===== config.mk =====
export PLATFORM = sky130hd
export DESIGN_NAME = radar_scan_ctrl_flat
export DESIGN_NICKNAME = d
export VERILOG_FILES = /design/src/rtl/radar_scan_ctrl_if.sv /design/src/rtl/radar_scan_ctrl.sv /design/src/flat_wrapper.sv
export SDC_FILE = /design/constraint.sdc
export NUM_CORES = 1
export LEC_CHECK = 0
export ABC_CLOCK_PERIOD_IN_PS = 6170
export CELL_PAD_IN_SITES_DETAIL_PLACEMENT = 1
export CELL_PAD_IN_SITES_GLOBAL_PLACEMENT = 2
export CORE_MARGIN = 3
export CORE_UTILIZATION = 37
export CTS_CLUSTER_SIZE = 16
export DETAILED_ROUTE_END_ITERATION = 8
export HOLD_SLACK_MARGIN = 0.05
export PLACE_DENSITY = 0.88
export SYNTH_ARGS = -nofsm -noshare
export SYNTH_HDL_FRONTEND = slang
export SYNTH_SLANG_ARGS = --single-unit

===== constraint.sdc =====
create_clock -name clk -period 6.17 [get_ports clk]
set_input_delay 1.234 -clock clk [delete_from_list [all_inputs] [get_ports clk]]
set_output_delay 1.234 -clock clk [all_outputs]
set_load 0.02 [all_outputs]

===== src/rtl/radar_scan_ctrl_if.sv =====
// Control, ranger and buffer-read signals of the radar sweep sequencer.
// The master side drives stimulus and read addresses; the slave side is the sequencer.
interface radar_scan_ctrl_if;
   logic        start;
   logic        continuous;
   logic        done_in;
   logic [15:0] distance_in;
   logic [1:0]  grados;
   logic        ultra;
   logic        busy;
   logic        sweep_done;
   logic [1:0]  rd_addr;
   logic [15:0] rd_data;
   logic [15:0] min_dist;
   logic [1:0]  min_pos;
   logic        obstacle;
   logic [2:0]  timeout_flags;

   modport master (
      output start, continuous, done_in, distance_in, rd_addr,
      input  grados, ultra, busy, sweep_done, rd_data, min_dist, min_pos,
             obstacle, timeout_flags
   );

   modport slave (
      input  start, continuous, done_in, distance_in, rd_addr,
      output grados, ultra, busy, sweep_done, rd_data, min_dist, min_pos,
             obstacle, timeout_flags
   );
endinterface


===== src/rtl/radar_scan_ctrl.sv =====
// Three-position servo sweep sequencer: settle, measure with timeout, buffer the
// results and publish the nearest-obstacle summary at the end of each sweep.
module radar_scan_ctrl #(
   parameter int          SETTLE_CYCLES  = 25_000_000,
   parameter int          TIMEOUT_CYCLES = 5_000_000,
   parameter logic [15:0] OBST_THRESH    = 16'd20
) (
   input logic              clk,
   input logic              rst_n,
   radar_scan_ctrl_if.slave bus
);
   localparam int SW = (SETTLE_CYCLES > 1) ? $clog2(SETTLE_CYCLES) : 1;
   localparam int TW = (TIMEOUT_CYCLES > 1) ? $clog2(TIMEOUT_CYCLES) : 1;
   localparam logic [SW-1:0] SETTLE_LAST  = SW'(SETTLE_CYCLES - 1);
   localparam logic [TW-1:0] TIMEOUT_LAST = TW'(TIMEOUT_CYCLES - 1);

   typedef enum logic [2:0] {IDLE, MOVE, MEASURE, NEXT, FINISH} state_t;

   state_t        state_reg, state_next;
   logic [1:0]    pos_reg, pos_next;
   logic [1:0]    grados_reg, grados_next;
   logic [SW-1:0] settle_reg, settle_next;
   logic [TW-1:0] tmo_reg, tmo_next;
   logic          done_prev_reg;
   logic [2:0]    tflags_reg, tflags_next;
   logic [15:0]   min_dist_reg, min_dist_next;
   logic [1:0]    min_pos_reg, min_pos_next;
   logic          obstacle_reg, obstacle_next;
   logic          wr_en;
   logic [15:0]   wr_data;
   logic [15:0]   buf_reg [3];
   logic [15:0]   cand_dist;
   logic [1:0]    cand_pos;
   logic          done_edge;

   assign done_edge = bus.done_in & ~done_prev_reg;

   // Strict-less scan in position order so ties keep the lower position.
   always_comb begin
      cand_dist = buf_reg[0];
      cand_pos  = 2'd0;
      if (buf_reg[1] < cand_dist) begin
         cand_dist = buf_reg[1];
         cand_pos  = 2'd1;
      end
      if (buf_reg[2] < cand_dist) begin
         cand_dist = buf_reg[2];
         cand_pos  = 2'd2;
      end
   end

   always_comb begin
      state_next    = state_reg;
      pos_next      = pos_reg;
      grados_next   = grados_reg;
      settle_next   = settle_reg;
      tmo_next      = tmo_reg;
      tflags_next   = tflags_reg;
      min_dist_next = min_dist_reg;
      min_pos_next  = min_pos_reg;
      obstacle_next = obstacle_reg;
      wr_en         = 1'b0;
      wr_data       = bus.distance_in;
      case (state_reg)
         IDLE: begin
            if (bus.start) begin
               state_next  = MOVE;
               pos_next    = 2'd0;
               grados_next = 2'd0;
               settle_next = '0;
               tflags_next = 3'b000;
            end
         end
         MOVE: begin
            if (settle_reg == SETTLE_LAST) begin
               state_next = MEASURE;
               tmo_next   = '0;
            end else begin
               settle_next = settle_reg + 1'b1;
            end
         end
         MEASURE: begin
            // A done edge takes priority over a timeout landing in the same cycle.
            if (done_edge) begin
               wr_en      = 1'b1;
               state_next = NEXT;
            end else if (tmo_reg == TIMEOUT_LAST) begin
               wr_en       = 1'b1;
               wr_data     = 16'hFFFF;
               tflags_next = tflags_reg | (3'b001 << pos_reg);
               state_next  = NEXT;
            end else begin
               tmo_next = tmo_reg + 1'b1;
            end
         end
         NEXT: begin
            if (pos_reg == 2'd2) begin
               state_next = FINISH;
            end else begin
               state_next  = MOVE;
               pos_next    = pos_reg + 2'd1;
               grados_next = pos_reg + 2'd1;
               settle_next = '0;
            end
         end
         FINISH: begin
            min_dist_next = cand_dist;
            min_pos_next  = cand_pos;
            obstacle_next = (cand_dist < OBST_THRESH);
            if (bus.continuous) begin
               state_next  = MOVE;
               pos_next    = 2'd0;
               grados_next = 2'd0;
               settle_next = '0;
               tflags_next = 3'b000;
            end else begin
               state_next = IDLE;
            end
         end
         default: state_next = IDLE;
      endcase
   end

   always_ff @(posedge clk or negedge rst_n) begin
      if (!rst_n) begin
         state_reg     <= IDLE;
         pos_reg       <= 2'd0;
         grados_reg    <= 2'd0;
         settle_reg    <= '0;
         tmo_reg       <= '0;
         done_prev_reg <= 1'b0;
         tflags_reg    <= 3'b000;
         min_dist_reg  <= 16'hFFFF;
         min_pos_reg   <= 2'd0;
         obstacle_reg  <= 1'b0;
      end else begin
         state_reg     <= state_next;
         pos_reg       <= pos_next;
         grados_reg    <= grados_next;
         settle_reg    <= settle_next;
         tmo_reg       <= tmo_next;
         done_prev_reg <= bus.done_in;
         tflags_reg    <= tflags_next;
         min_dist_reg  <= min_dist_next;
         min_pos_reg   <= min_pos_next;
         obstacle_reg  <= obstacle_next;
      end
   end

   genvar gi;
   generate
      for (gi = 0; gi < 3; gi++) begin : g_buf
         always_ff @(posedge clk or negedge rst_n) begin
            if (!rst_n) begin
               buf_reg[gi] <= 16'hFFFF;
            end else if (wr_en && (pos_reg == 2'(gi))) begin
               buf_reg[gi] <= wr_data;
            end
         end
      end
   endgenerate

   always_comb begin
      case (bus.rd_addr)
         2'd0:    bus.rd_data = buf_reg[0];
         2'd1:    bus.rd_data = buf_reg[1];
         2'd2:    bus.rd_data = buf_reg[2];
         default: bus.rd_data = min_dist_reg;
      endcase
   end

   assign bus.grados        = grados_reg;
   assign bus.ultra         = (state_reg == MEASURE);
   assign bus.busy          = (state_reg != IDLE);
   assign bus.sweep_done    = (state_reg == FINISH);
   assign bus.min_dist      = min_dist_reg;
   assign bus.min_pos       = min_pos_reg;
   assign bus.obstacle      = obstacle_reg;
   assign bus.timeout_flags = tflags_reg;
endmodule

===== src/flat_wrapper.sv =====
// flat-port wrapper written by rule: the top's interface ports become plain ports
module radar_scan_ctrl_flat 
#(
   parameter int          SETTLE_CYCLES  = 25_000_000,
   parameter int          TIMEOUT_CYCLES = 5_000_000,
   parameter logic [15:0] OBST_THRESH    = 16'd20
)
  (clk, rst_n, bus_start, bus_continuous, bus_done_in, bus_distance_in, bus_rd_addr, bus_grados, bus_ultra, bus_busy, bus_sweep_done, bus_rd_data, bus_min_dist, bus_min_pos, bus_obstacle, bus_timeout_flags);
  radar_scan_ctrl_if bus_i ();
  input logic clk;
  input logic rst_n;
  input wire logic [$bits(bus_i.start)-1:0] bus_start;
  input wire logic [$bits(bus_i.continuous)-1:0] bus_continuous;
  input wire logic [$bits(bus_i.done_in)-1:0] bus_done_in;
  input wire logic [$bits(bus_i.distance_in)-1:0] bus_distance_in;
  input wire logic [$bits(bus_i.rd_addr)-1:0] bus_rd_addr;
  output wire logic [$bits(bus_i.grados)-1:0] bus_grados;
  output wire logic [$bits(bus_i.ultra)-1:0] bus_ultra;
  output wire logic [$bits(bus_i.busy)-1:0] bus_busy;
  output wire logic [$bits(bus_i.sweep_done)-1:0] bus_sweep_done;
  output wire logic [$bits(bus_i.rd_data)-1:0] bus_rd_data;
  output wire logic [$bits(bus_i.min_dist)-1:0] bus_min_dist;
  output wire logic [$bits(bus_i.min_pos)-1:0] bus_min_pos;
  output wire logic [$bits(bus_i.obstacle)-1:0] bus_obstacle;
  output wire logic [$bits(bus_i.timeout_flags)-1:0] bus_timeout_flags;
  assign bus_i.start = bus_start;
  assign bus_i.continuous = bus_continuous;
  assign bus_i.done_in = bus_done_in;
  assign bus_i.distance_in = bus_distance_in;
  assign bus_i.rd_addr = bus_rd_addr;
  assign bus_grados = bus_i.grados;
  assign bus_ultra = bus_i.ultra;
  assign bus_busy = bus_i.busy;
  assign bus_sweep_done = bus_i.sweep_done;
  assign bus_rd_data = bus_i.rd_data;
  assign bus_min_dist = bus_i.min_dist;
  assign bus_min_pos = bus_i.min_pos;
  assign bus_obstacle = bus_i.obstacle;
  assign bus_timeout_flags = bus_i.timeout_flags;
  radar_scan_ctrl #(.SETTLE_CYCLES(SETTLE_CYCLES), .TIMEOUT_CYCLES(TIMEOUT_CYCLES), .OBST_THRESH(OBST_THRESH)) u_core (.clk(clk), .rst_n(rst_n), .bus(bus_i));
endmodule

==> qor.csv <==
metric;value;unit
# hold bufs at CTS;0;
gr usage total;0.196;
Slowest Stage Delay on Critical Path;1.14;ns
Post-Syn Area;7030;sq um
CTS H-tree lvls;4;
ranking of synthesized cells by area;dfstp_2 24%, dfrtp_1 21%, ha_1 6.2%, o21ai_0 5.8%, nand2_1 5.7%;
cells after synthesis;741;
CTS tree;done;
Post-synth top cells;107 x nand2_1, 102 x nor2_1, 82 x o21ai_0;
DRC violation count after routing;0;
register bit total from synthesis;124;
critical-path maximum fanout;15;
Top delay family on crit path;buffers and inverters;
XOR/XNOR Fraction of Synth Area;0.0486;
WHS;0.488;ns
final hold vios;0;
Synth Area in Simple Gates;0.195;
# IOs;66;
PD cells;229;nW/um^2
ys flop type;dfstp_2;
drt pass-1 iters;4;
Synth area leader;dfstp_2;
post-synthesis sequential area ratio;0.453;
Worst R2R Start;u_core.buf_reg[45];
clock sink count;124;
RR Endpoint;u_core.bus.min_dist[15];
headroom to the max-slew limit;0.271;
setup ws final;1.38;ns
largest net degree at the start of global routing;70;
MaxCap Viol Count;0;
area added between synthesis and finish;20.4;%
Vias;5746;
number of synthesized flops with an enable pin;0;
reg2reg path depth;17;
placed inst area;7900;sq um
category of the most critical setup path;input pin to output port;
antenna violations before repair;1;
core area;18300;sq um
final WL;19200;um
share of the synthesized area in the top cell type;0.239;
CP Cell Sequence;clkdlybuf4s50_1 -> mux4_2 -> clkdlybuf4s50_1;
final setup vio count;0;
most frequent cell after synthesis;nand2_1;
Setup TNS Final;0;ns
Max Freq;209;MHz
Hold Crit Class;flip-flop to flip-flop;
Design Area, Final;8470;sq um
vias in the first global route;6116;
Yosys Warn Count;0;
Die X;144;um
DP HPWL;13900;um
min-delay src;u_core.bus.min_dist[3];
gp weighted congestion;0.885;
worst skew pair latency;0.42;ns
largest family of logic cells by synthesized area;simple AND/OR/NAND/NOR gates;
number of port buffers;65;
global route overflow;0;
Netlist cell types;53;
worst vdd ir;0.219;mV
Final Cycle Share;0.776;
vias per cell;5.53;
Buf+Inv Stages, Crit Path;2;
clk slew on worst S/H paths;0.06;ns
starting density of the core;0.384;
crit end category;output port;
syn avg cell area;9.49;sq um
initial drt markers;243;
Root Driver;clkbuf_16;
post-synthesis adder-cell area fraction;0.0623;
fin. max-slew vios;0;
Worst setup SP type;input pin;
pre-CTS setup slack;1.32;ns
Critical Path RT;4.94;ns
WL/cell;18.5;um
slowest stage cell, crit path;clkdlybuf4s50_1;
Die ar.;20700;sq um
hold path endpoint;u_core.bus.min_dist[3];
hold depth;2;
Crit path top cell by count;clkdlybuf4s50_1;
r2r setup slk;1.41;ns
ant diodes;0;
Synth Net Count;799;
clock skew;0.0107;ns
Die Ht;144;um
Largest register FFs;48;
RSZ-0062 raised after global routing;false;
leakage power;3.54;nW
# rows;49;
nets@finish;858;
asr flop ratio synth;1.00;
crit path DAT;3.56;ns
CTS buffer count;17;
Power Total;1.94;mW
Max Root-Sink Buffers;2;
post-synthesis mux area share;0.0815;
fin crit period;4.79;ns
share of cells above drive strength 1;0.162;
status;completed;
postcts setup bufs;0;
area fraction in compound gates after synthesis;0.128;
first-pass GRT wire length;31900;um
Routed Antenna Nets;0;
measured slew at the worst slew-check pin;1.09;ns
CTS resizes;0;
## metrics by stage
stage	instances	utilization
3_3_place_gp	1010	0.431
2_1_floorplan	741	-
6_report	1040	0.462
4_1_cts	1040	0.462
3_5_place_dp	1010	0.431
5_1_grt	1040	0.462
## cell families (layout without fill, tap and decap cells)
| kind of cell | Yosys count | after routing |
|---|---|---|
| AOI/OAI and AO/OA | 146 | 146 |
| and+or+nand+nor | 302 | 302 |
| buffers and inverters | 58 | 128 |
| adders and majority gates | 35 | 35 |
| xor gates and xnor gates | 39 | 39 |
| muxes | 37 | 37 |
| DFF | 124 | 124 |
## worst max path at each step
stage               cells past startpoint                from                      end
floorplan                              19  u_core.buf_reg[46]   u_core.bus.min_dist[5]
CTS                                     3      bus_rd_addr[0]           bus_rd_data[8]
global placement                        3      bus_rd_addr[0]           bus_rd_data[8]
finish                                  3      bus_rd_addr[0]           bus_rd_data[8]
detailed placement                      3      bus_rd_addr[0]           bus_rd_data[8]
global route                           17  u_core.buf_reg[46]  u_core.bus.min_dist[15]
## power breakdown
group          total [mW]  switching [mW]  internal (mW)
Combinational       0.112          0.0634         0.0489
Clock               0.959           0.371          0.588
Sequential          0.873          0.0299          0.843
## layer usage
layer,track usage,up-vias,part of all wire
met5,0,-,0.00057
met4,0.0555,2,0.013
met3,0.0439,21,0.038
met2,0.330,104,0.49
met1,0.253,2917,0.45
li1,-,2702,-
## area by class of cell
type                            instances  area (sq um)
Fill cell                            2040          9860
Multi-Input combinational cell        559          3620
Sequential cell                       124          3180
Timing Repair Buffer                   73           708
Clock buffer                           22           517
Tap cell                              229           287
Inverter                               25          93.8
Clock inverter                          8          57.6
## worst register-to-register path, stage by stage, from the launching register on
cell and delay [ns]:
dfstp_2 0.59, inv_1 0.08, ha_1 0.31, nand4_1 0.10, nor3_1 0.30, nand2_1 0.11
o21ai_2 0.52, mux2i_1 0.32, ha_1 0.28, a2111oi_0 0.36, o21ai_0 0.18, a31o_2 0.28
a21oi_1 0.25, a21boi_0 0.27, a41oi_2 0.05, buf_4 0.27, a21o_1 0.23, o21ai_0 0.19
## placed cells by master, fill, tap and decap left out, drive strengths merged, types with 4 or more instances in the layout
| master | netlist | routed |
|---|---|---|
| nand2 | 107 | 107 |
| nor2 | 102 | 102 |
| o21ai | 84 | 84 |
| clkdlybuf4s50 | 0 | 64 |
| dfstp | 64 | 64 |
| dfrtp | 60 | 60 |
| ha | 35 | 35 |
| xor2 | 27 | 27 |
| inv | 25 | 25 |
| clkbuf | 22 | 22 |
| a21o | 21 | 21 |
| a21oi | 20 | 20 |
| mux2i | 19 | 19 |
| nand4 | 18 | 18 |
| nand3 | 17 | 17 |
| mux4 | 16 | 16 |
| nor3 | 15 | 15 |
| xnor2 | 12 | 12 |
| buf | 11 | 9 |
| and3 | 8 | 8 |
| nor4 | 8 | 8 |
| or3 | 7 | 7 |
| nand2b | 5 | 5 |
| a22o | 4 | 4 |
| clkinvlp | 0 | 4 |
| and2 | 4 | 4 |
| clkinv | 0 | 4 |
Power figures use the tool's default switching activity.
